## src/rtl/apb_prci_rstseq.sv

```systemverilog
// -----------------------------------------------------------------------------
// apb_prci_rstseq -- parametrised reset sequencer with APB control/status.
//
// Holds NDOMAIN reset outputs while any of the NLOCK PLL/PHY lock inputs is
// low. Once all locks are stable, it releases the domains in index order,
// one HOLD_CYCLES apart. Losing lock puts every domain back into reset.
// Software can stretch a single domain's reset (bit k>0 of sw_req) or restart
// the whole sequence (bit 0 of sw_req).
//
// Optional feature macro: PRCI_RST_CAUSE_EN
//   When defined, a sticky reset-cause register is added at offset 0x10.
//   This register uses write-1-to-clear.
//   When undefined, offset 0x10 is unmapped.
//
// Ports
//   i_clk       system clock
//   i_pwrreset  asynchronous active-high power-on reset
//   i_mapinfo   base address / mask from the interconnect
//   o_cfg       constant plug-and-play descriptor
//   i_apbi      APB request (psel, penable, pwrite, paddr, pwdata)
//   o_apbo      APB response (prdata, pready, pslverr), all registered
//   i_locked    asynchronous lock inputs, all must be high to run
//   i_lnk_up    asynchronous PCIe link-up, reported in status only
//   o_rst       per-domain reset, active-high
//   o_nrst      per-domain reset, active-low (same flop as o_rst)
//
// Register map (byte offsets of 32-bit words)
//   0x00 RO   [NLOCK-1:0] synced locks, [8] lnk_up, [10:9] FSM state
//   0x04 RO   o_rst
//   0x08 W1S  sw_req (reads the current request mask)
//   0x0C RO   {HOLD_CYCLES[15:0], NLOCK[7:0], NDOMAIN[7:0]}
//   0x10 RW1C cause {SW domain, SW full, lock loss, power-on} (macro only)
// -----------------------------------------------------------------------------
package apb_prci_rstseq_pkg;
    typedef struct packed {
        logic [31:0] addr;
        logic [31:0] mask;
    } mapinfo_type;

    typedef struct packed {
        logic [15:0] vid;
        logic [15:0] did;
        logic [31:0] addr_base;
        logic [31:0] addr_mask;
    } dev_config_type;

    typedef struct packed {
        logic        psel;
        logic        penable;
        logic        pwrite;
        logic [31:0] paddr;
        logic [31:0] pwdata;
    } apb_in_type;

    typedef struct packed {
        logic [31:0] prdata;
        logic        pready;
        logic        pslverr;
    } apb_out_type;

    localparam logic [15:0] PRCI_VENDOR_ID = 16'h00F1;
    localparam logic [15:0] PRCI_DEVICE_ID = 16'h0A71;
endpackage

module apb_prci_rstseq
    import apb_prci_rstseq_pkg::*;
#(
    parameter int NDOMAIN     = 4,
    parameter int NLOCK       = 2,
    parameter int HOLD_CYCLES = 16,
    parameter int SYNC_STAGES = 2
) (
    input  logic                 i_clk,
    input  logic                 i_pwrreset,
    input  mapinfo_type          i_mapinfo,
    output dev_config_type       o_cfg,
    input  apb_in_type           i_apbi,
    output apb_out_type          o_apbo,
    input  logic [NLOCK-1:0]     i_locked,
    input  logic                 i_lnk_up,
    output logic [NDOMAIN-1:0]   o_rst,
    output logic [NDOMAIN-1:0]   o_nrst
);

    localparam int CW = $clog2(HOLD_CYCLES);
    localparam int DW = (NDOMAIN > 1) ? $clog2(NDOMAIN) : 1;
    localparam logic [CW-1:0]      CNT_LAST = CW'(HOLD_CYCLES - 1);
    // Domain 0 cannot be stretched on its own; its sw_req bit means "restart all".
    localparam logic [NDOMAIN-1:0] DOM_MASK = ~NDOMAIN'(1);

    typedef enum logic [1:0] {
        ST_WAIT_LOCK = 2'd0,
        ST_RELEASE   = 2'd1,
        ST_RUN       = 2'd2
    } state_e;

    state_e              state_q, state_d;
    logic [CW-1:0]       cnt_q, cnt_d;
    logic [DW-1:0]       dom_idx_q, dom_idx_d;
    logic [NDOMAIN-1:0]  rst_q, rst_d;
    logic [NDOMAIN-1:0]  sw_req_q, sw_req_d;
    logic [CW-1:0]       dcnt_q [NDOMAIN];
    logic [CW-1:0]       dcnt_d [NDOMAIN];
    logic [NLOCK:0]      sync_q [SYNC_STAGES];

    logic [NLOCK-1:0]    locks_s;
    logic                lnk_s;
    logic                lock_ok_s;
    logic                lock_loss_s;
    logic                setup_s;
    logic                wr_s;
    logic [9:0]          woff_s;
    logic                sw_wr_s;
    logic                sw_full_s;
    logic [NDOMAIN-1:0]  sw_dom_set_s;
    logic [31:0]         rdata_s;
    logic                rerr_s;
    logic [31:0]         prdata_q;
    logic                pready_q;
    logic                pslverr_q;

    // Lock and link-up synchroniser chain; lnk_up rides in the top bit.
    always_ff @(posedge i_clk or posedge i_pwrreset) begin
        if (i_pwrreset) begin
            for (int s = 0; s < SYNC_STAGES; s++) begin
                sync_q[s] <= '0;
            end
        end else begin
            sync_q[0] <= {i_lnk_up, i_locked};
            for (int s = 1; s < SYNC_STAGES; s++) begin
                sync_q[s] <= sync_q[s-1];
            end
        end
    end

    assign locks_s   = sync_q[SYNC_STAGES-1][NLOCK-1:0];
    assign lnk_s     = sync_q[SYNC_STAGES-1][NLOCK];
    assign lock_ok_s = &locks_s;
    // RELEASE and RUN are only reachable with lock_ok high, so low here is a loss.
    assign lock_loss_s = (state_q != ST_WAIT_LOCK) && !lock_ok_s;

    assign setup_s   = i_apbi.psel & ~i_apbi.penable;
    assign wr_s      = i_apbi.psel & i_apbi.penable & i_apbi.pwrite;
    assign woff_s    = i_apbi.paddr[11:2];
    assign sw_wr_s   = wr_s && (woff_s == 10'd2);
    assign sw_full_s = sw_wr_s & i_apbi.pwdata[0];
    // Requests to domains already held in reset are dropped, so a stretch is never extended.
    assign sw_dom_set_s = sw_wr_s ? (i_apbi.pwdata[NDOMAIN-1:0] & ~rst_q & DOM_MASK)
                                  : {NDOMAIN{1'b0}};

    // Sequencer state registers.
    always_ff @(posedge i_clk or posedge i_pwrreset) begin
        if (i_pwrreset) begin
            state_q   <= ST_WAIT_LOCK;
            cnt_q     <= '0;
            dom_idx_q <= '0;
            rst_q     <= '1;
            sw_req_q  <= '0;
            for (int k = 0; k < NDOMAIN; k++) begin
                dcnt_q[k] <= '0;
            end
        end else begin
            state_q   <= state_d;
            cnt_q     <= cnt_d;
            dom_idx_q <= dom_idx_d;
            rst_q     <= rst_d;
            sw_req_q  <= sw_req_d;
            for (int k = 0; k < NDOMAIN; k++) begin
                dcnt_q[k] <= dcnt_d[k];
            end
        end
    end

    // Sequencer next state: lock loss beats full SW restart, which beats per-domain requests.
    always_comb begin
        state_d   = state_q;
        cnt_d     = cnt_q;
        dom_idx_d = dom_idx_q;
        rst_d     = rst_q;
        sw_req_d  = sw_req_q;
        for (int k = 0; k < NDOMAIN; k++) begin
            dcnt_d[k] = dcnt_q[k];
        end

        if (lock_loss_s || sw_full_s) begin
            state_d   = ST_WAIT_LOCK;
            cnt_d     = '0;
            dom_idx_d = '0;
            rst_d     = '1;
            sw_req_d  = '0;
        end else begin
            case (state_q)
                ST_WAIT_LOCK: begin
                    if (!lock_ok_s) begin
                        cnt_d = '0;
                    end else if (cnt_q == CNT_LAST) begin
                        // The lock-stable wait doubles as domain 0's stretch.
                        cnt_d    = '0;
                        rst_d[0] = 1'b0;
                        if (NDOMAIN == 1) begin
                            state_d = ST_RUN;
                        end else begin
                            dom_idx_d = DW'(1);
                            state_d   = ST_RELEASE;
                        end
                    end else begin
                        cnt_d = cnt_q + CW'(1);
                    end
                end
                ST_RELEASE: begin
                    if (cnt_q == CNT_LAST) begin
                        cnt_d            = '0;
                        rst_d[dom_idx_q] = 1'b0;
                        if (dom_idx_q == DW'(NDOMAIN - 1)) begin
                            state_d = ST_RUN;
                        end else begin
                            dom_idx_d = dom_idx_q + DW'(1);
                        end
                    end else begin
                        cnt_d = cnt_q + CW'(1);
                    end
                end
                ST_RUN: begin
                    cnt_d = '0;
                end
                default: begin
                    state_d = ST_WAIT_LOCK;
                    rst_d   = '1;
                end
            endcase

            // Per-domain stretches; a set sw_req bit stays set until its domain is released.
            if (state_q != ST_WAIT_LOCK) begin
                for (int k = 1; k < NDOMAIN; k++) begin
                    if (sw_req_q[k] && !rst_q[k]) begin
                        rst_d[k]  = 1'b1;
                        dcnt_d[k] = '0;
                    end else if (sw_req_q[k]) begin
                        if (dcnt_q[k] == CNT_LAST) begin
                            rst_d[k]    = 1'b0;
                            sw_req_d[k] = 1'b0;
                        end else begin
                            dcnt_d[k] = dcnt_q[k] + CW'(1);
                        end
                    end else begin
                        dcnt_d[k] = dcnt_q[k];
                    end
                end
            end else begin
                sw_req_d = sw_req_q;
            end
            sw_req_d = sw_req_d | sw_dom_set_s;
        end
    end

`ifdef PRCI_RST_CAUSE_EN
    logic [3:0] cause_q, cause_d;
    logic       sw_dom_go_s;

    assign sw_dom_go_s = !lock_loss_s && !sw_full_s && (|sw_dom_set_s);

    // Sticky cause register; a new event wins over a same-cycle W1C of its bit.
    always_comb begin
        cause_d = cause_q;
        if (wr_s && (woff_s == 10'd4)) begin
            cause_d = cause_q & ~i_apbi.pwdata[3:0];
        end else begin
            cause_d = cause_q;
        end
        if (lock_loss_s) begin
            cause_d[1] = 1'b1;
        end else if (sw_full_s) begin
            cause_d[2] = 1'b1;
        end else if (sw_dom_go_s) begin
            cause_d[3] = 1'b1;
        end else begin
            cause_d[0] = cause_d[0];
        end
    end

    // Cause register; power-on leaves only the power-on bit set.
    always_ff @(posedge i_clk or posedge i_pwrreset) begin
        if (i_pwrreset) begin
            cause_q <= 4'b0001;
        end else begin
            cause_q <= cause_d;
        end
    end
`else
    logic cause_unused_s;
    assign cause_unused_s = 1'b0;
`endif

    // APB read mux, evaluated on the setup phase.
    always_comb begin
        rdata_s = 32'd0;
        rerr_s  = 1'b0;
        case (woff_s)
            10'd0: begin
                rdata_s[NLOCK-1:0] = locks_s;
                rdata_s[8]         = lnk_s;
                rdata_s[10:9]      = state_q;
            end
            10'd1: rdata_s[NDOMAIN-1:0] = rst_q;
            10'd2: rdata_s[NDOMAIN-1:0] = sw_req_q;
            10'd3: rdata_s = {16'(HOLD_CYCLES), 8'(NLOCK), 8'(NDOMAIN)};
`ifdef PRCI_RST_CAUSE_EN
            10'd4: rdata_s[3:0] = cause_q;
`endif
            default: rerr_s = 1'b1;
        endcase
    end

    // APB response registers: captured in setup, presented during access.
    always_ff @(posedge i_clk or posedge i_pwrreset) begin
        if (i_pwrreset) begin
            prdata_q  <= 32'd0;
            pready_q  <= 1'b0;
            pslverr_q <= 1'b0;
        end else begin
            pready_q  <= setup_s;
            prdata_q  <= (setup_s && !i_apbi.pwrite) ? rdata_s : 32'd0;
            pslverr_q <= setup_s ? rerr_s : 1'b0;
        end
    end

    assign o_apbo.prdata  = prdata_q;
    assign o_apbo.pready  = pready_q;
    assign o_apbo.pslverr = pslverr_q;

    assign o_rst  = rst_q;
    assign o_nrst = ~rst_q;

    assign o_cfg.vid       = PRCI_VENDOR_ID;
    assign o_cfg.did       = PRCI_DEVICE_ID;
    assign o_cfg.addr_base = i_mapinfo.addr & i_mapinfo.mask;
    assign o_cfg.addr_mask = i_mapinfo.mask;

    logic apb_unused_s;
    assign apb_unused_s = ^{i_apbi.paddr[31:12], i_apbi.paddr[1:0], i_apbi.pwdata};

endmodule

```

## config.mk

```make
export PLATFORM = sky130hd
export DESIGN_NAME = apb_prci_rstseq
export DESIGN_NICKNAME = d
export VERILOG_FILES = /design/src/rtl/apb_prci_rstseq.sv
export SDC_FILE = /design/constraint.sdc
export NUM_CORES = 1
export LEC_CHECK = 0
export ABC_AREA = 1
export CAP_MARGIN = 25
export CORE_MARGIN = 4
export CORE_UTILIZATION = 33
export DETAILED_ROUTE_END_ITERATION = 6
export PLACE_DENSITY = 0.81
export SLEW_MARGIN = 20
export SYNTH_ARGS = -nofsm -noshare
export SYNTH_HDL_FRONTEND = slang
export SYNTH_SLANG_ARGS = --single-unit
```

## constraint.sdc

```tcl
create_clock -name i_clk -period 2.2 [get_ports i_clk]
set_clock_uncertainty 0.1 [all_clocks]
set_input_delay 0.55 -clock i_clk [delete_from_list [all_inputs] [get_ports i_clk]]
set_output_delay 0.55 -clock i_clk [all_outputs]
set_load 0.01 [all_outputs]
```

==> metrics.md <==
| Metric | Value |
|---|---|
| Status | `finished, final reports clean` |
| Hpwl dp | `7820 um` |
| Core Area | `9860 um2` |
| Max stage delay cell, worst path | `dfstp_2` |
| Sw power | `442 uW` |
| Total number of vias | `approximately 3,200` |
| RSZ-0062 raised after global routing | `false` |
| IO Pins | `274` |
| Number of instances in the placed design | `approximately 750` |
| Place WS | `-0.164 ns` |
| CP Buf/Inv Count | `1` |
| Clk_lat worst skew | `~0.3 ns` |
| Seq pwr share | `44.7%` |
| Layer with the highest usage | `met2` |
| CP max stage delay | `around 0.59 ns` |
| DR iter-0 viols | `between 100 and 150` |
| Routed wire length | `a little over 9000 um` |
| WP data required | `1.55 ns` |
| Grt met3 use | `~3.5%` |
| Fin nets | `~770` |
| Number of fill cells | `approximately 970` |
| Int Pwr | `around 1.4 mW` |
| Worst path top cell family by delay | `flip-flops` |
| Comb power frac | `22.0%` |
| Max rail drop VDD | `0.000318 V` |
| Seq/Total Area, Yosys | `between 30% and 40%` |
| Routed wire length per instance | `about 12 um` |
| YS warnings | `0` |
| Crit path time final | `roughly 2.1 ns` |
| DRT Pass-1 Iters | `4` |
| Die H | `roughly 110 um` |
| Period utilization | `between 90% and 100%` |
| Clock-pin slew on the worst setup and hold paths | `around 0.08 ns` |
| Max-cap viol count | `0` |
| Synth Register Bits | `43` |
| M2 GR Usage | `a little under 30%` |
| Vias in the first global route | `2,962` |
| Total GRT Usage | `approximately 14%` |
| Clock power frac | `33.3%` |
| Switching share of total power | `24.6%` |
| Critical path cell sequence | `clkdlybuf4s50_1` |
| GR Layer Usage met1 | `approximately 14%` |
| Die Span X | `approximately 110 um` |
| Drt drc | `0` |
| Dpl cell area | `4780 um2` |
| Final Cell Area | `approximately 4800 um2` |
| CP arrival | `1.47 ns` |
| Post-CTS setup repair buffer count | `0` |
| Critical path class | `reg2out` |
| FMAX | `approximately 0.47 GHz` |
| Sink Count | `43` |
| Longest Clk Path Bufs | `2` |
| Endpoints failing hold | `0` |
| Post-Syn Instances | `475` |
| Cell variety after synth | `31` |
| Startpoint types | `register` |
| Power density cells | `374 nW/um2` |
| Storage cell area | `between 1000 and 1500 um2` |
| CTS Buf Count | `5` |
| Design Power | `between 1.5 and 2 mW` |
| Area delta synth->final | `43.0%` |
| Setup WS post-layout | `0.0825 ns` |
| Final Max Tran Viols | `0` |
| Starting density of the core | `34.1%` |
| H-Tree Depth | `2` |
| CTS tree | `done` |
| PortBufs | `167` |
| Clock Tree Root | `clkbuf_8` |
| Multi-input gate area | `roughly 1500 um2` |
| Share of cells above drive strength 1 | `6.77%` |
| Synthesized area | `around 3400 um2` |
| Worst Hold Slack | `roughly 0.25 ns` |
| Final Wtd Congestion | `roughly 0.87` |
| Antenna violations before repair | `0` |
| Pleak | `2.60 nW` |
| Largest net degree at the start of global routing | `44` |
| Crit path capture type | `primary output` |
| Mean number of vias per cell | `~4.3` |
| # rows | `36` |
| Total gr overflow | `0` |
| Mean Syn Cell Area | `7.07 um2` |
| Worst Hold Class | `reg2reg` |
| First-pass GRT wire length | `about 14,000 um` |
| Crit path max fanout | `5` |
| ANT cells | `0` |
| Die ar. | `between 10,000 and 15,000 um2` |
| Final setup violation count | `0` |
| Antenna-violating nets left | `0` |
| Final Instance Count excl. Fillers | `around 750` |
path summary, 6_finish.rpt:
kind | start | depth (start not counted) | endpoint | slack [ns]
setup / recovery | o_rst[1] | 1 | o_rst[1] | 0.08
hold / removal | sync_q[4] | 0 | locks_s[1] | 0.25
setup reg to reg | state_q[0] | 10 | o_rst[2] | 0.27
hold reg to reg | sync_q[4] | 0 | locks_s[1] | 0.25
max in group asynchronous | i_pwrreset | 3 | o_rst[0] | 1.20
min in group asynchronous | i_pwrreset | 3 | dcnt_q[3] | 0.52
logic make-up after synthesis:
family	count (synthesis)	share of synthesized area [%]
compound gates	37	5.85
xor+xnor	2	0.522
fa+ha+maj	13	4.84
buf+inv	164	28.9
flops	43	32.2
other cells	2	0.224
simple gates	214	27.4
cell type report:
type	instances	area share, %
repair buffers	177	34.9
multi-input cells	322	31.4
flip-flops and latches	43	22.5
inverters	70	5.47
well taps	133	3.46
clock buffers	7	1.59
clock inverters	1	0.625
cell usage after synthesis:
library cell,instances,area [um2]
a21boi_1,1,7.51
xnor2_1,1,8.76
dfstp_2,4,105
nor2_1,30,113
a21oi_1,16,80.1
nand3_1,30,150
or2_0,2,12.5
dfrtp_1,39,976
buf_4,93,698
inv_1,64,240
nand2_2,2,12.5
inv_2,6,22.5
conb_1,2,7.51
nor3_1,3,15.0
or2_2,4,25.0
nand4_1,5,31.3
nand2_1,126,473
and3_1,1,6.26
o32ai_1,1,8.76
xor2_1,1,8.76
nand4_2,1,12.5
nor2_2,7,43.8
nor3b_1,1,7.51
ha_1,13,163
buf_6,1,11.3
o21ai_0,14,70.1
o211ai_1,1,7.51
nor3_2,1,10.0
nand3_2,1,10.0
o21bai_1,1,7.51
o21ai_1,3,15.0
sequential cells by signal, summed over array words and instances, names as in the netlist:
register / flops
cnt_q: 4
dcnt_q: 12
dom_idx_q: 2
lnk_s: 1
locks_s: 2
o_rst: 4
prdata_q: 8
pready_q: 1
pslverr_q: 1
state_q: 2
sw_req_q: 3
sync_q: 3
placed cells by master (no fill, tap or decap), drive strengths merged, types with 16 or more instances in the layout:
master	n
clkdlybuf4s50	103
dlygate4sd2	64
a21oi	16
nor2	37
conb	56
inv	70
nand3	31
o21ai	17
nand2	128
dfrtp	39
per-layer routing:
layer  share of wire, %  vias to the layer above  routed length, um
met4                2.6                        0                243
met2                 55                      146               5080
met1                 32                     1481               2990
met5                  0                        -                  0
li1                   -                     1600                  -
met3                9.7                       17                890
metrics by stage:
step	setup TNS (ns)	util, %
2_1_floorplan	0	-
3_3_place_gp	-4.21	48.4
3_5_place_dp	-5.11	48.4
4_1_cts	0	48.7
5_1_grt	0	48.7
6_report	0	48.7
worst register-to-register path, cell delays in order (launching register included):
cell and delay, ns:
dfrtp_1 0.45, inv_1 0.11, ha_1 0.28, buf_4 0.18
nor2_1 0.12, a21boi_1 0.22, o21ai_0 0.12, nand2_1 0.07
nand3_1 0.06, o21ai_1 0.08, nand2_1 0.06
power groups by stage:
stage | Sequential (mW) | Clock, mW | Combinational, mW
after floorplan | 0.818 | 0 | 0.251
after global placement | 0.818 | 0 | 0.436
after detailed placement | 0.819 | 0 | 0.442
after CTS | 0.803 | 0.619 | 0.398
after global routing | 0.804 | 0.654 | 0.430
final | 0.803 | 0.597 | 0.395
repair_timing:
action | CTS | global route
hold buffers | 0 | 0
gates resized for setup | 64 | 0
setup endpoints to repair | 64 | 0
No activity file was read; power rests on OpenSTA's default activity.
